<file path="src/rtl/cla_pkg.sv">
// cla_pkg: shared types and constants for the pipelined CLA adder.
// Signed-overflow output is built only when CLA_OVF_EN is defined.
package cla_pkg;

  localparam int CLA_GROUP_DEFAULT = 4;

  typedef struct packed {
    logic g;
    logic p;
  } gp_t;

  function automatic int clog2(input int v);
    int r;
    r = 0;
    while ((1 << r) < v) r++;
    return r;
  endfunction

endpackage

</file>
<file path="src/rtl/cla_group.sv">
// cla_group: GROUP-bit combinational carry-lookahead adder slice.
// Exports group generate/propagate for lookahead across groups.
module cla_group
  import cla_pkg::*;
#(
  parameter int GROUP = CLA_GROUP_DEFAULT
) (
  input  logic [GROUP-1:0] A,
  input  logic [GROUP-1:0] B,
  input  logic             Cin,
  output logic [GROUP-1:0] S,
  output logic             G,
  output logic             P,
  output logic             Cout
);

  logic [GROUP-1:0] g;
  logic [GROUP-1:0] p;
  logic [GROUP:0]   c;

  assign g = A & B;
  assign p = A ^ B;

  // Every carry and G as a flat sum of products of g/p terms.
  always_comb begin
    logic t;
    logic acc;
    t   = 1'b0;
    acc = 1'b0;
    c   = '0;
    G   = 1'b0;
    for (int j = 0; j <= GROUP; j++) begin
      acc = Cin;
      for (int m = 0; m < j; m++) acc = acc & p[m];
      for (int i = 0; i < j; i++) begin
        t = g[i];
        for (int m = i + 1; m < j; m++) t = t & p[m];
        acc = acc | t;
      end
      c[j] = acc;
    end
    acc = 1'b0;
    for (int i = 0; i < GROUP; i++) begin
      t = g[i];
      for (int m = i + 1; m < GROUP; m++) t = t & p[m];
      acc = acc | t;
    end
    G = acc;
  end

  assign P    = &p;
  assign S    = p ^ c[GROUP-1:0];
  assign Cout = c[GROUP];

endmodule

</file>
<file path="src/rtl/cla_pipe_adder.sv">
// cla_pipe_adder: pipelined CLA, one segment per stage, valid/ready.
// Define CLA_OVF_EN to add the registered signed-overflow port Ovf.
module cla_pipe_adder
  import cla_pkg::*;
#(
  parameter int WIDTH  = 16,
  parameter int GROUP  = CLA_GROUP_DEFAULT,
  parameter int STAGES = 2
) (
  input  logic             Clk,
  input  logic             Rst_n,
  input  logic             In_valid,
  output logic             In_ready,
  input  logic [WIDTH-1:0] A,
  input  logic [WIDTH-1:0] B,
  input  logic             Cin,
  output logic             Out_valid,
  input  logic             Out_ready,
  output logic [WIDTH-1:0] S,
  output logic             Cout
`ifdef CLA_OVF_EN
  ,
  output logic             Ovf
`endif
);

  localparam int SEG = WIDTH / STAGES;
  localparam int GPS = SEG / GROUP;

  // Skewed operands: stage k keeps only the bits above its segment.
  function automatic int op_off(input int k);
    return k * WIDTH - SEG * k * (k + 1) / 2;
  endfunction

  // Deskewed sums: stage k keeps the low (k+1) segments.
  function automatic int sm_off(input int k);
    return SEG * k * (k + 1) / 2;
  endfunction

  localparam int OPN  = op_off(STAGES - 1);
  localparam int OPW  = (OPN > 0) ? OPN : 1;
  localparam int SMW  = sm_off(STAGES);
  localparam int SOUT = sm_off(STAGES - 1);

  if ((WIDTH % (GROUP * STAGES)) != 0) begin : g_bad_width
    $error("cla_pipe_adder: WIDTH must divide by GROUP*STAGES");
  end
  if (STAGES < 1 || STAGES > WIDTH / GROUP) begin : g_bad_stages
    $error("cla_pipe_adder: STAGES out of range");
  end

  logic [OPW-1:0]    a_q, a_d;
  logic [OPW-1:0]    b_q, b_d;
  logic [SMW-1:0]    s_q, s_d;
  logic [STAGES-1:0] c_q, c_d;
  logic [STAGES-1:0] v_q, v_d;
  logic              adv;

  assign adv       = !v_q[STAGES-1] | Out_ready;
  assign In_ready  = adv;
  assign Out_valid = v_q[STAGES-1];
  assign S         = s_q[SOUT +: WIDTH];
  assign Cout      = c_q[STAGES-1];

`ifdef CLA_OVF_EN
  logic ovf_q, ovf_d;
  assign Ovf = ovf_q;
`endif

  if (OPN == 0) begin : g_no_skew
    assign a_d = '0;
    assign b_d = '0;
  end

  for (genvar k = 0; k < STAGES; k++) begin : g_st
    localparam int RW = WIDTH - (k + 1) * SEG;
    localparam int OO = op_off(k);
    localparam int SO = sm_off(k);

    logic [SEG-1:0] sa, sb, ss;
    logic           sci;
    logic [GPS:0]   gc;
    gp_t  [GPS-1:0] gp;
    logic [GPS-1:0] gco;

    if (k == 0) begin : g_head
      assign sa     = A[SEG-1:0];
      assign sb     = B[SEG-1:0];
      assign sci    = Cin;
      assign v_d[k] = In_valid;
      if (RW > 0) begin : g_op
        assign a_d[OO +: RW] = A[WIDTH-1:SEG];
        assign b_d[OO +: RW] = B[WIDTH-1:SEG];
      end
    end else begin : g_body
      localparam int PO = op_off(k - 1);
      localparam int PS = sm_off(k - 1);
      assign sa     = a_q[PO +: SEG];
      assign sb     = b_q[PO +: SEG];
      assign sci    = c_q[k-1];
      assign v_d[k] = v_q[k-1];
      assign s_d[SO +: k*SEG] = s_q[PS +: k*SEG];
      if (RW > 0) begin : g_op
        assign a_d[OO +: RW] = a_q[PO + SEG +: RW];
        assign b_d[OO +: RW] = b_q[PO + SEG +: RW];
      end
    end

    for (genvar j = 0; j < GPS; j++) begin : g_grp
      cla_group #(
        .GROUP(GROUP)
      ) u_grp (
        .A   (sa[j*GROUP +: GROUP]),
        .B   (sb[j*GROUP +: GROUP]),
        .Cin (gc[j]),
        .S   (ss[j*GROUP +: GROUP]),
        .G   (gp[j].g),
        .P   (gp[j].p),
        .Cout(gco[j])
      );
    end

    // Group carry-ins straight from group G/P, no inter-group ripple.
    always_comb begin
      logic t;
      logic acc;
      t  = 1'b0;
      acc = 1'b0;
      gc = '0;
      for (int j = 0; j <= GPS; j++) begin
        acc = sci;
        for (int m = 0; m < j; m++) acc = acc & gp[m].p;
        for (int i = 0; i < j; i++) begin
          t = gp[i].g;
          for (int m = i + 1; m < j; m++) t = t & gp[m].p;
          acc = acc | t;
        end
        gc[j] = acc;
      end
    end

    assign s_d[SO + k*SEG +: SEG] = ss;
    assign c_d[k] = gc[GPS];

`ifdef CLA_OVF_EN
    if (k == STAGES - 1) begin : g_ovf
      assign ovf_d = ss[SEG-1] ^ sa[SEG-1] ^ sb[SEG-1] ^ gc[GPS];
    end
`endif
  end

  // Whole pipeline shifts together on adv; bubbles ride along as v=0.
  always_ff @(posedge Clk or negedge Rst_n) begin
    if (!Rst_n) begin
      a_q <= '0;
      b_q <= '0;
      s_q <= '0;
      c_q <= '0;
      v_q <= '0;
    end else if (adv) begin
      a_q <= a_d;
      b_q <= b_d;
      s_q <= s_d;
      c_q <= c_d;
      v_q <= v_d;
    end
  end

`ifdef CLA_OVF_EN
  // Overflow travels with the final-stage sum and stalls with it.
  always_ff @(posedge Clk or negedge Rst_n) begin
    if (!Rst_n) begin
      ovf_q <= 1'b0;
    end else if (adv) begin
      ovf_q <= ovf_d;
    end
  end
`endif

endmodule

</file>
<file path="config.mk">
export PLATFORM = sky130hd
export DESIGN_NAME = cla_pipe_adder
export DESIGN_NICKNAME = d
export VERILOG_FILES = /design/src/rtl/cla_pkg.sv /design/src/rtl/cla_group.sv /design/src/rtl/cla_pipe_adder.sv
export SDC_FILE = /design/constraint.sdc
export NUM_CORES = 1
export LEC_CHECK = 0
export CAP_MARGIN = 20
export CORE_AREA = 2 2 75 77
export DETAILED_ROUTE_END_ITERATION = 16
export DIE_AREA = 0 0 77 79
export HOLD_SLACK_MARGIN = 0.15
export PLACE_DENSITY = 0.76
export SYNTH_ARGS = -nofsm -noshare
export SYNTH_HDL_FRONTEND = slang
export SYNTH_HIERARCHICAL = 1
export SYNTH_SLANG_ARGS = --single-unit
</file>
<file path="constraint.sdc">
create_clock -name Clk -period 2.6 [get_ports Clk]
set_input_delay 0.39 -clock Clk [delete_from_list [all_inputs] [get_ports Clk]]
set_output_delay 0.39 -clock Clk [all_outputs]
set_load 0.005 [all_outputs]
</file>
* Yosys cells after proc, flatten, opt, wreduce, memory -nomap -nowiden
Index checks and enable logic that the tools add are counted.
** Word-level totals
- Register bits :: 44
- Input port bits :: 37
- Output and inout bits :: 19
- Word-level logic and storage cells :: 107
** Operators by class
- Bitwise operators :: 97
- Reductions and logical operators :: 5
** Operators with widths (count)
- $or 1x1->1 :: 43
- $and 1x1->1 :: 42
- $xor 4x4->4 :: 8
- $and 4x4->4 :: 4
- $reduce_and 4->1 :: 4
- $logic_not 1->1 :: 1

* Logic depth before layout (Yosys ltp)
Gate-level depths: netlist of run 1.
- Depth after elaboration :: 15
- Depth in mapped cells :: 9
- Gate-level depth less buffers :: 9

* Hierarchy
Netlist of run 1, hierarchy kept.
** Modules (own cells, without submodules)
- cla_pipe_adder :: times used 1, cells each 116, area an instance 1885.6 sq um, seq. area each 1101.1 sq um
- cla_group (g_st[1].g_grp[0].u_grp ...) :: times used 2, cells each 24, area an instance 185.2 sq um, seq. area each 0.0 sq um
- cla_group (g_st[0].g_grp[0].u_grp ...) :: times used 2, cells each 19, area an instance 172.7 sq um, seq. area each 0.0 sq um

* Worst setup path after synthesis of run 1
No wires, ideal clock.
- Path kind :: input -> register
- Start point :: in A[1]
- End point :: reg s_q[7]
- Setup time :: 125 ps
- Arrival :: 1983 ps
- Required time :: 2475 ps
- Setup slack :: 492 ps
- Stages :: 8
- Buffers on the path :: 0
- Cells stage by stage :: ha_1 -> and4_2 -> a21o_1 -> ha_1 -> o211ai_1 -> nand2_1 -> xor2_1 -> mux2_4
** RTL lines
- start, declared :: RTL line cla_pipe_adder.sv:14 : input logic [WIDTH-1:0] A,
- end signal, assigned :: RTL line cla_pipe_adder.sv:157 : s_q <= '0;
- end signal, assigned :: RTL line cla_pipe_adder.sv:163 : s_q <= s_d;
- end, declared :: RTL line cla_pipe_adder.sv:54 : logic [SMW-1:0] s_q, s_d;

==> results by group, run 1 <==
STA
  • Setup violators final: 0
  • Rel. slew slack: 82.6%
  • Final hold vios: 0
  • Final worst slack: 0.286 ns
  • Fin crit period: 2.31 ns
  • Slew of the pin with the lowest slew margin: 0.259 ns
  • Achievable Freq: 0.432 GHz
  • Final worst path period share: 89.0%
  • Clk_skew: 0.00418 ns
  • RSZ-0062 raised after global routing: no
  • Max-slew violation count: 0

Detailed routing
  • # DRC: 0
  • Wire length per cell: 13.4 µm
  • Initial drt markers: 36
  • Total Wirelength: 4220 µm
  • Post-route ant nets: 0
  • Via Count: 1,546
  • First-pass iteration count of the detailed router: 4
  • DR vias/cell: around 4.9

Floorplan
  • Die Y: 79 µm
  • # IOs: 56
  • Core area: 0.00534 mm²
  • Std-Cell Rows: 27
  • Starting Density: 48.2%
  • DIE WIDTH: 77 µm
  • Die ar.: 0.00608 mm²

Worst setup path
  • CP Launch Type: input port
  • Worst-path fanout max: 5
  • Critical Path Sink Type: flop
  • Worst setup path category: in2reg
  • Slowest stage delay, CP: 0.40 ns
  • CP cell instances: clkdlybuf4s50_1 -> ha_1 -> a21oi_2 -> o21ai_0 -> a21o_1 -> ha_1 -> o211ai_1 -> nand2_1 -> xor2_1 -> mux2_4
  • CP max stage cell: clkdlybuf4s50_1
  • CP top delay family: compound AO/OA/AOI/OAI gates
  • CP dominant cell by count: ha_1
  • Critical Path RT: 2.78 ns
  • Buf+Inv Stages, Crit Path: 1
  • Critical Path AT: 2.49 ns

Power and ir drop
  • Design Power: 2460 µW
  • Cell-internal power: 1810 µW
  • PD cells: 763 mW/mm²
  • Reg power frac: between 30% and 40%
  • Sw power: between 600 and 700 µW
  • Clock power frac: 23.0%
  • Switching Share: a little over a quarter
  • Comb pwr share: a little under two fifths
  • Lkg Pwr: between 0.001 and 0.0015 µW
  • Maximum vdd drop: 0.362 mV

Place
  • Port Buffers: 55
  • GPL Wtd Cong: 0.817
  • Detail Placement HPWL: 3190 µm
  • Post-Place Worst Slack: -0.0343 ns

Synthesis
  • Synth Cell Area: roughly 0.0026 mm²
  • Post-Syn Area per Cell: 13.0 µm²
  • Syn nets: 259
  • Synthesized instance count: just under 200
  • Synth warnings: 6

Run
  • Max_cap viols: 0

Global route
  • GRT Residual Overflow: 0
  • Total track usage: 15.1%
  • Vias in the first global route: 1,589
  • Initial antenna violation count: 0
  • Pin count of the biggest net entering global routing: 45
  • First-pass GRT wire length: around 7300 µm

Layout
  • Area growth syn-to-layout: 25.3%
  • N_diodes: 0
  • Nets: 304
  • Area of the multi-input gates: 0.00127 mm²
  • Final-layout fill cell count: 463
  • Most common cell after layout, fill and taps aside: clkdlybuf4s50_1
  • Register Area: 0.00110 mm²
  • Most frequent cells in the layout: clkdlybuf4s50_1 (54), dfrtp_1 (44), mux2_4 (24)
  • Layout cells sized above 1: 24.6%

CTS
  • Root Buffer: clkbuf_8
  • Clk sinks: 44
  • Clock buffer depth: 2
  • Clock transition at path regs: about 0.080 ns
  • H-tree depth: 2
  • CTS tree: yes
  • Post-CTS Setup Bufs: 0
  • Clock latency on the worst-skew pair: 0.29 ns
  • # resized after CTS: 0
  • CTS Buf Count: 5

Min path
  • HP Class: in2async

Status
  • Outcome: finished, final reports clean
-- what timing repair did --
item | CTS | global route
endpoints found under the setup margin | 0 | 0
hold buffers | 0 | 1
hold endpoints to repair | 0 | 44
-- flip-flops by register name, summed over array words and instances, names as in the netlist --
signal	flops
b_q	8
c_q	2
v_q	2
a_q	8
s_q	24
-- metrics by stage --
step	utilization [%]	TNS (ns)	instance area [µm²]	cells	hold slack, ns
4_1_cts	59.8	0	3190	314	0.274
5_1_grt	60.3	0	3220	316	0.424
3_3_place_gp	57.4	0	3060	306	0.461
6_report	60.3	0	3220	316	0.434
3_5_place_dp	57.4	-0.0343	3060	306	0.470
2_1_floorplan	-	0	2570	198	0.0944
-- final cells by class --
type                            instances  share of cell area [%]
Multi-Input combinational cell        125                    39.4
Sequential cell                        44                    34.2
Timing Repair Buffer                   59                    18.7
Clock buffer                            7                    2.99
Tap cell                               72                    2.80
Clock inverter                          1                   0.932
Inverter                                8                   0.932
-- final timing paths --
check | start | end | slack [ns] | cells past startpoint
setup reg to reg | a_q[1]$_DFFE_PN0P_ | s_q[23]$_DFFE_PN0P_ | 0.35 | 9
max in group asynchronous | Rst_n | s_q[17]$_DFFE_PN0P_ | 1.75 | 3
setup / recovery | A[1] | s_q[7]$_DFFE_PN0P_ | 0.29 | 10
min in group Clk | v_q[0]$_DFFE_PN0P_ | v_q[1]$_DFFE_PN0P_ | 0.48 | 1
hold / removal | Rst_n | s_q[8]$_DFFE_PN0P_ | 0.43 | 2
hold reg to reg | v_q[0]$_DFFE_PN0P_ | v_q[1]$_DFFE_PN0P_ | 0.48 | 1
-- power by group through the flow --
stage / Sequential [µW] / Combinational, µW / Clock [µW]
2_1_floorplan: 957 / 701 / 0
3_3_place_gp: 990 / 898 / 0
3_5_place_dp: 997 / 918 / 0
4_1_cts: 984 / 920 / 584
5_1_grt: 1010 / 1000 / 624
6_report: 980 / 912 / 565
-- worst register-to-register path: stages, from the launching register on --
cell      delay [ns]
dfrtp_1         0.38
ha_1            0.38
a21oi_2         0.17
o21ai_0         0.10
a21o_1          0.20
ha_1            0.22
o211ai_1        0.19
nand2_1         0.09
xor2_1          0.14
mux2_2          0.26
-- routing by layer --
metal  GRT usage, %  routed length (µm)  vias to the layer above
met3           3.30                 130                        4
met4           5.36                  49                        0
li1               -                   -                      756
met5              0                   0                        -
met2           24.4                2100                       28
met1           20.1                1940                      758
Note: power is estimated with default switching activity, not from simulation.
==> run 2: changes to the inputs <==
--- a/config.mk
+++ b/config.mk
@@ -5,12 +5,15 @@
 export SDC_FILE = /design/constraint.sdc
 export NUM_CORES = 1
 export LEC_CHECK = 0
+export ABC_CLOCK_PERIOD_IN_PS = 2600
 export CAP_MARGIN = 20
-export CORE_AREA = 2 2 75 77
+export CORE_AREA = 2 2 74 76
+export CTS_CLUSTER_DIAMETER = 200
 export DETAILED_ROUTE_END_ITERATION = 16
-export DIE_AREA = 0 0 77 79
+export DIE_AREA = 0 0 76 78
+export DONT_BUFFER_PORTS = 1
 export HOLD_SLACK_MARGIN = 0.15
-export PLACE_DENSITY = 0.76
+export PLACE_DENSITY = 0.64
 export SYNTH_ARGS = -nofsm -noshare
 export SYNTH_HDL_FRONTEND = slang
 export SYNTH_HIERARCHICAL = 1
==> run 2 against run 1 <==
  * Critical endpoint is now s_q[23]$_DFFE_PN0P_
  * First-iteration DRC count is 50% higher
  * Sequential power is 4% higher
  * Fmax is 4.6% higher
  * Combinational power is 32% lower
==> results by group, run 2 (synthesized netlist as in run 1, its figures left out) <==
Detailed routing
  • Initial drt markers: 54 (+50%)
  • Wire length per cell: 16.3 µm (+22%)
  • Total Wirelength: 4160 µm (-1.3%)
  • First-pass iteration count of the detailed router: 4 (unchanged)
  • Post-route ant nets: 0 (unchanged)
  • Via Count: 1,375 (-11%)
  • DR vias/cell: 5.37 (+9.8%)
  • # DRC: 0 (unchanged)

Run
  • Max_cap viols: 0 (unchanged)

Layout
  • Final Non-Filler Cells: 256 (-19%)
  • Most common cell after layout, fill and taps aside: dfrtp_1
  • Final design utilization: 51.6% (-8.7 points)
  • Area of the multi-input gates: 0.00127 mm² (unchanged)
  • Area growth syn-to-layout: 1.27%
  • Biggest regs: s_q: 24 flops, a_q: 8 flops, b_q: 8 flops
  • Most frequent cells in the layout: dfrtp_1 (44), mux2_4 (24), ha_1 (20)
  • Biggest register: s_q
  • Register Area: 0.00110 mm² (unchanged)
  • Final-layout fill cell count: 465 (+0.43%)
  • Layout cells sized above 1: 29.6% (+5.0 points)
  • Max FFs per register: 24 (unchanged)
  • Nets: 247 (-19%)
  • N_diodes: 0 (unchanged)

Power and ir drop
  • PD cells: 780 mW/mm² (+2.2%)
  • Comb pwr share: 30.4% (-6.7 points)
  • Switching Share: 30.0% (+3.8 points)
  • Clock power frac: 19.6% (-3.4 points)
  • Sw power: 608 µW (-5.3%)
  • Reg power frac: 50.1% (+10 points)
  • Maximum vdd drop: 0.258 mV (-29%)
  • Cell-internal power: 1420 µW (-22%)
  • Lkg Pwr: 0.00123 µW (-17%)
  • Design Power: 2030 µW (-17%)

Global route
  • Pin count of the biggest net entering global routing: 48 (+6.7%)
  • Vias in the first global route: 1,539 (-3.1%)
  • First-pass GRT wire length: 7050 µm (-3.8%)
  • Total track usage: 15.1% (about the same)
  • Initial antenna violation count: 0 (unchanged)
  • GRT Residual Overflow: 0 (unchanged)

Worst setup path
  • Worst reg2reg path startpoint: a_q[1]$_DFFE_PN0P_
  • CP cell instances: ha_1 -> a21oi_2 -> o21ai_0 -> a21o_1 -> ha_1 -> o211ai_1 -> nand2_1 -> xor2_1 -> mux2_2
  • Worst setup path category: reg2reg
  • Critical Path Sink Type: flop
  • Critical Path AT: 2.39 ns (-0.10 ns)
  • CP dominant cell by count: ha_1
  • Critical Path RT: 2.78 ns (about the same)
  • CP Launch Type: flop
  • Worst-path fanout max: 5 (unchanged)
  • Reg2Reg Depth: 9 (unchanged)
  • CP max stage cell: dfrtp_1
  • R2r setup slk: 0.39 ns (+0.04 ns)
  • Slowest stage delay, CP: 0.39 ns (about the same)
  • R2R Path End: s_q[23]$_DFFE_PN0P_

CTS
  • Clock buffer depth: 2 (unchanged)
  • Post-CTS Setup Bufs: 0 (unchanged)
  • H-tree depth: 2 (unchanged)
  • Clk sinks: 44 (unchanged)
  • CTS tree: yes
  • Clock latency on the worst-skew pair: 0.29 ns (about the same)
  • CTS Buf Count: 5 (unchanged)
  • Clock transition at path regs: 0.07 ns (about the same)
  • Root Buffer: clkbuf_8

Floorplan
  • # IOs: 56 (unchanged)
  • Die Y: 78 µm (-1.3%)
  • Die ar.: 0.00593 mm² (-2.5%)
  • Starting Density: 51.0% (+2.8 points)
  • Core area: 0.00504 mm² (-5.5%)
  • Std-Cell Rows: 26 (-3.7%)
  • DIE WIDTH: 76 µm (-1.3%)

STA
  • Final hold vios: 0 (unchanged)
  • Achievable Freq: 0.452 GHz (+4.6%)
  • RSZ-0062 raised after global routing: no
  • Clk_skew: 0.00403 ns (-0.000151 ns)
  • Rel. slew slack: 51.0% (-32 points)
  • Final worst path period share: 85.1% (-3.9 points)
  • Slew of the pin with the lowest slew margin: 0.736 ns (+0.476 ns)
  • Setup TNS: 0 ns (unchanged)
  • Setup violators final: 0 (unchanged)
  • Fin crit period: 2.21 ns (-0.101 ns)
  • Max-slew violation count: 0 (unchanged)

Place
  • GPL Wtd Cong: 0.777 (-4.9%)
  • Inst Count DP: 247 (-19%)
  • Detail Placement HPWL: 3190 µm (-0.27%)
  • Port Buffers: 0 (-100%)

Min path
  • HP Class: in2reg
  • Hold path startpoint: In_valid
  • Worst Hold Path EP: v_q[0]$_DFFE_PN0P_
  • Hold depth: 1

Status
  • Outcome: finished, final reports clean
-- run 2: cell count changes in the layout (fill, tap and decap cells not counted), sizes merged --
cell and delta:
buf -3, bufinv -1, clkbuf -1, clkdlybuf4s50 -54, clkinv +1
-- run 2: worst max path at each step --
stage / startpoint / endpoint / slack [ns] / cells past startpoint
finish: a_q[1]$_DFFE_PN0P_ / s_q[23]$_DFFE_PN0P_ / 0.39 / 9
global route: a_q[1]$_DFFE_PN0P_ / s_q[23]$_DFFE_PN0P_ / 0.21 / 9
CTS: a_q[1]$_DFFE_PN0P_ / s_q[23]$_DFFE_PN0P_ / 0.37 / 9
floorplan: A[1] / s_q[7]$_DFFE_PN0P_ / 0.51 / 8
detailed placement: A[1] / s_q[7]$_DFFE_PN0P_ / 0.39 / 9
global placement: a_q[1]$_DFFE_PN0P_ / s_q[23]$_DFFE_PN0P_ / 0.46 / 9
-- run 2: final cells by class --
cell class / instances / area share, %
multi-input cells: 125 / 48.8
flip-flops and latches: 44 / 42.3
well taps: 70 / 3.36
clock buffers: 6 / 2.79
repair buffers: 2 / 1.44
inverters: 8 / 1.15
clock inverters: 1 / 0.192
-- run 2: stage by stage --
stage | worst slack [ns] | cell area [µm²] | hold slack [ns]
2_1_floorplan | 0.512 | 2570 | 0.0944
4_1_cts | 0.375 | 2600 | 0.229
3_3_place_gp | 0.458 | 2490 | 0.0954
3_5_place_dp | 0.386 | 2490 | 0.0956
6_report | 0.387 | 2600 | 0.240
5_1_grt | 0.212 | 2600 | 0.225
-- run 2: repair_timing --
item / in CTS / in global routing
hold buffers: 2 / 0
hold endpoints to repair: 44 / 0
resized for setup: 0 / 0
-- run 2: power by group through the flow --
stage	clock network [µW]	logic (µW)	registers [µW]
finish	397	616	1020
global route	443	686	1050
CTS	417	626	1030
detailed placement	0	607	1040
global placement	0	575	1030
floorplan	0	701	957
-- run 2: worst max-delay path, delay by kind of cell, from the launching register on --
family / cells / cell delay (ns)
AO/OA/AOI/OAI: 4 / 0.64
adder cells (fa/ha/maj): 2 / 0.60
flip-flops: 1 / 0.39
multiplexers: 1 / 0.26
XOR/XNOR: 1 / 0.14
AND/OR/NAND/NOR: 1 / 0.08
-- run 2: layer usage --
metal  up-vias  GRT usage, %  wire length [µm]
met3         9          5.00               260
met5         -             0                 0
met2        43          26.3              2130
li1        646             -                 -
met4         0          6.91                92
met1       677          16.7              1680
